**src/rtl/ultrasound_pkg.sv**
```systemverilog
// rtl/ultrasound_pkg.sv - shared ultrasound types and constants
package ultrasound_pkg;

   typedef enum logic [1:0] {IDLE, BLANK, LISTEN, DIVIDE} state_t;

   localparam int CLK_HZ        = 5_000_000;
   localparam int CYCLES_PER_CM = 65;
   // Pipeline delay of the echo synchronizer, removed from the measured tof.
   localparam int SYNC_STAGES   = 2;

endpackage

```
**src/rtl/sync2.sv**
```systemverilog
// rtl/sync2.sv - two-flop synchronizer for the asynchronous echo input
module sync2 (
   input  logic clock,
   input  logic reset,
   input  logic d,
   output logic q
);

   logic meta;

   always_ff @(posedge clock) begin
      if (reset) begin
         meta <= 1'b0;
         q    <= 1'b0;
      end else begin
         meta <= d;
         q    <= meta;
      end
   end

endmodule

```
**src/rtl/echo_ranger.sv**
```systemverilog
// rtl/echo_ranger.sv - echo time-of-flight measurement and depth conversion
module echo_ranger
   import ultrasound_pkg::*;
#(
   parameter int CYCLES_PER_CM = ultrasound_pkg::CYCLES_PER_CM,
   parameter int MAX_CYCLES    = 2000,
   parameter int BLANK_CYCLES  = 65,
   parameter int MIN_PULSE     = 3,
   parameter int TOF_W         = 11,
   parameter int DEPTH_W       = 6
) (
   input  logic               clock,
   input  logic               reset,
   input  logic               transmit,
   input  logic               receive,
   input  logic               echo,
   output logic [DEPTH_W-1:0] depth,
   output logic               depth_valid,
   output logic               no_echo,
   output logic               busy
);

   localparam int RUN_W = $clog2(MIN_PULSE + 1);

   state_t             state, state_next;
   logic               echo_s;
   logic [TOF_W-1:0]   tof, first_tof, rem, quo;
   logic [RUN_W-1:0]   run;
   logic               start, hit, timeout, done;

   sync2 u_sync (
      .clock (clock),
      .reset (reset),
      .d     (echo),
      .q     (echo_s)
   );

   always_ff @(posedge clock) begin
      if (reset) state <= IDLE;
      else       state <= state_next;
   end

   // A transmit in any state restarts the shot; hit is checked before timeout.
   always_comb begin
      state_next = state;
      start      = 1'b0;
      hit        = 1'b0;
      timeout    = 1'b0;
      done       = 1'b0;
      if (transmit) begin
         state_next = BLANK;
         start      = 1'b1;
      end else begin
         case (state)
            IDLE: ;
            BLANK:
               if (tof == TOF_W'(BLANK_CYCLES - 1)) state_next = LISTEN;
            LISTEN:
               if (run == RUN_W'(MIN_PULSE)) begin
                  hit        = 1'b1;
                  state_next = DIVIDE;
               end else if (tof == TOF_W'(MAX_CYCLES - 1) || !receive) begin
                  timeout    = 1'b1;
                  state_next = IDLE;
               end
            DIVIDE:
               if (rem < TOF_W'(CYCLES_PER_CM)) begin
                  done       = 1'b1;
                  state_next = IDLE;
               end
            default: state_next = IDLE;
         endcase
      end
   end

   always_ff @(posedge clock) begin
      if (reset) begin
         tof         <= '0;
         run         <= '0;
         first_tof   <= '0;
         rem         <= '0;
         quo         <= '0;
         depth       <= '0;
         depth_valid <= 1'b0;
         no_echo     <= 1'b0;
      end else begin
         depth_valid <= done;
         no_echo     <= timeout;

         if (start)                         tof <= '0;
         else if (tof != TOF_W'(MAX_CYCLES)) tof <= tof + 1'b1;

         if (start || hit)        run <= '0;
         else if (state == LISTEN) run <= echo_s ? run + 1'b1 : '0;

         if (state == LISTEN && echo_s && run == '0) first_tof <= tof;

         if (hit) begin
            rem <= first_tof - TOF_W'(SYNC_STAGES);
            quo <= '0;
         end else if (state == DIVIDE && rem >= TOF_W'(CYCLES_PER_CM)) begin
            rem <= rem - TOF_W'(CYCLES_PER_CM);
            quo <= quo + 1'b1;
         end

         if (done) begin
            if (quo > TOF_W'(2**DEPTH_W - 1)) depth <= '1;
            else                              depth <= quo[DEPTH_W-1:0];
         end
      end
   end

   // Stays high through the result pulse so it falls the cycle after it.
   assign busy = (state != IDLE) || depth_valid || no_echo;

endmodule

```
**config.mk**
```make
export PLATFORM = sky130hd
export DESIGN_NAME = echo_ranger
export DESIGN_NICKNAME = d
export VERILOG_FILES = /design/src/rtl/ultrasound_pkg.sv /design/src/rtl/sync2.sv /design/src/rtl/echo_ranger.sv
export SDC_FILE = /design/constraint.sdc
export NUM_CORES = 1
export LEC_CHECK = 0
export ABC_CLOCK_PERIOD_IN_PS = 3100
export CAP_MARGIN = 20
export CORE_AREA = 5 5 78 80
export CTS_CLUSTER_DIAMETER = 200
export CTS_CLUSTER_SIZE = 24
export DETAILED_ROUTE_END_ITERATION = 16
export DIE_AREA = 0 0 83 85
export GPL_ROUTABILITY_DRIVEN = 0
export PLACE_DENSITY = 0.83
export SLEW_MARGIN = 5
export SYNTH_ARGS = -nofsm -noshare
export SYNTH_HDL_FRONTEND = slang
export SYNTH_SLANG_ARGS = --single-unit
```
**constraint.sdc**
```tcl
create_clock -name clock -period 3.1 [get_ports clock]
set_input_delay 0.62 -clock clock [delete_from_list [all_inputs] [get_ports clock]]
set_output_delay 0.62 -clock clock [all_outputs]
set_load 0.05 [all_outputs]
```
==> qor.yml <==
hold_viol: 0
post-dp-hpwl_um: 4210
finClkSkew_ns: 0.00833
async_reset_ff_share_pct: 0
cap_violations: 0
fin_crit_sh_pct: 83.2
synth_nets: 340
ir_drop_v: 0.000240
vias: 2398
rsz0062_at_grt: "false"
core_region_area_mm2: 0.00534
io_pins: 14
crit-reg2reg-launch: "rem[2]"
antenna_found_initial: 0
ys_seq_area_share_pct: 40.8
fmax_mhz: 388
final_area_mm2: 0.00324
grt_pass1_vias: 2322
die_h_um: 85
r2r_cells: 5
r2r_slack_ns: 0.72
drt_iter0_drc: 122
crit_required_ns: 2.48
worstPathArrival_ns: 1.96
holdWs_ns: 0.434
p_leak_nw: 1.14
status: "completed"
htreeDepth: 3
maxSlewViolCount: 0
cts_tree: "built"
cts_hold_buf: 0
core.rowCount: 27
synth_seq_cells: 58
critPathCaptureType: "output pin"
timing.slew.headroom_pct: 50.1
hold_end: "u_sync.q"
path_max_fanout: 8
dpl_cell_area_mm2: 0.00304
first_pass_iters: 4
hold_start: "u_sync.meta"
cts_buffers: 9
fin_setup_tns_ns: 0
worstMarginPinSlew_ns: 0.748
setup_violations: 0
avgRoutedWirePerCell_um: 14.1
clockRootBuffer: "clkbuf_8"
synth_edf_count: 0
post-route-drc-count: 0
worstHoldPathType: "flip-flop to flip-flop"
finalPower_mw: 1.48
ant_nets: 0
avgViaCountPerCell: 5.72
grt_start_max_net_pins: 17
syn_area_mm2: 0.00285
layout.area.seq_mm2: 0.00116
fill_cells: 486
start_util_pct: 53.3
yosysWarnings: 0
areaGrowthSynthToFinish_pct: 13.8
layout-drive-gt1-share_pct: 9.51
fin_nets: 355
cts_setup_buffers: 0
critPathLaunchType: "flip-flop"
grt.total_usage_pct: 18.5
grt_pass1_wl_um: 10600
clk-insertion-delay-late_ns: 0.34
clockBufferDepth: 2
multiInputGateArea_mm2: 0.00158
final_cell_mix: "dfxtp_1, nand2_1, nor2_1, a21oi_1, xnor2_1"
critical_path_class: "flip-flop to output pin"
power.density_mw_per_mm2: 459
die_area_mm2: 0.00706
clk_pin_slew_ns: 0.06
synth_ff_type: "dfxtp_1"
min_path_cells: 1
numPortBuffers: 13
cts_resized: 0
gr-total-overflow: 0
r2r_end: "rem[2]"
ys_types: 50
postSynthAreaPerCell_um2: 8.70
die_x_um: 83
routed_wl_um: 5900
diodes: 0
syn_inst: 327
clkSinkCount: 58
layout_commonest_cell: "dfxtp_1"
fin_crit_ns: 2.58
critical path: stages (launching register included):
cell and delay [ns]:
dfxtp_1 0.37, or4_1 0.53, clkdlybuf4s50_1 0.71
final cells by class:
cell class              count  area share, %
multi-input cells         244           48.9
flip-flops and latches     58           35.9
clock buffers              14           5.02
repair buffers             17           4.95
well taps                  72           2.78
inverters                  12           1.39
clock inverters             2           1.08
cells in the mapped netlist (all sizes together), types with 2 or more instances:
master / instances / share of area (%)
a211oi: 12 / 3.2
nor3: 10 / 1.8
o21ai: 3 / 0.53
and2: 2 / 0.44
nor4: 4 / 1.6
nor2: 32 / 4.2
nor2b: 6 / 1.3
nand3b: 2 / 0.53
o221a: 6 / 2.4
or3: 2 / 0.44
ha: 8 / 3.5
xor2: 5 / 1.5
a21oi: 26 / 4.7
and3: 9 / 2.0
nand4: 7 / 1.5
xnor2: 23 / 7.1
a2111oi: 5 / 1.8
inv: 12 / 1.6
nand2: 37 / 4.9
nand2b: 3 / 0.66
mux2i: 3 / 1.1
and4: 2 / 0.62
dfxtp: 58 / 41
nand3: 14 / 2.5
clkbuf: 12 / 1.6
or4: 5 / 1.5
or2: 2 / 0.44
per-stage QoR:
step	utilization [%]	cells	setup slack, ns
6_report	60.7	419	0.522
5_1_grt	60.7	419	0.429
4_1_cts	60.7	419	0.520
2_1_floorplan	-	327	1.05
3_5_place_dp	57.0	403	0.751
3_3_place_gp	57.0	403	0.820
flip-flops by register name (all words and copies together) (netlist names):
name         count
depth            6
rem             11
no_echo          1
depth_valid      1
u_sync.q         1
u_sync.meta      1
quo             11
run              2
first_tof       11
state            2
tof             11
where the power goes:
group / leakage, nW / switching, mW / internal [mW]
Combinational: 0.568 / 0.0235 / 0.0155
Clock: 0.101 / 0.279 / 0.415
Sequential: 0.468 / 0.00388 / 0.749
metal layers:
metal  vias up  part of all wire (%)  GRT usage (%)
met5         -                     0              0
met4         0                   2.3           8.62
met3        16                   4.7           6.70
met2        47                    47           29.7
met1      1123                    46           22.0
li1       1212                     -              -
logic make-up (layout without fill, tap and decap cells):
family | count (synthesis) | after routing | synth area share [%]
simple gates | 141 | 141 | 25.6
compound gates | 64 | 64 | 16.9
flops | 58 | 58 | 40.8
xor+xnor | 28 | 28 | 8.62
buf+inv | 25 | 45 | 3.56
fa+ha+maj | 8 | 8 | 3.52
mux | 3 | 3 | 1.05
how the worst max path moves through the flow:
stage / to / startpoint
global route: busy / state[0]
finish: busy / state[0]
CTS: busy / state[0]
detailed placement: rem[2] / rem[2]
floorplan: rem[4] / rem[2]
global placement: rem[4] / rem[2]
(Power assumes the default switching activity.)
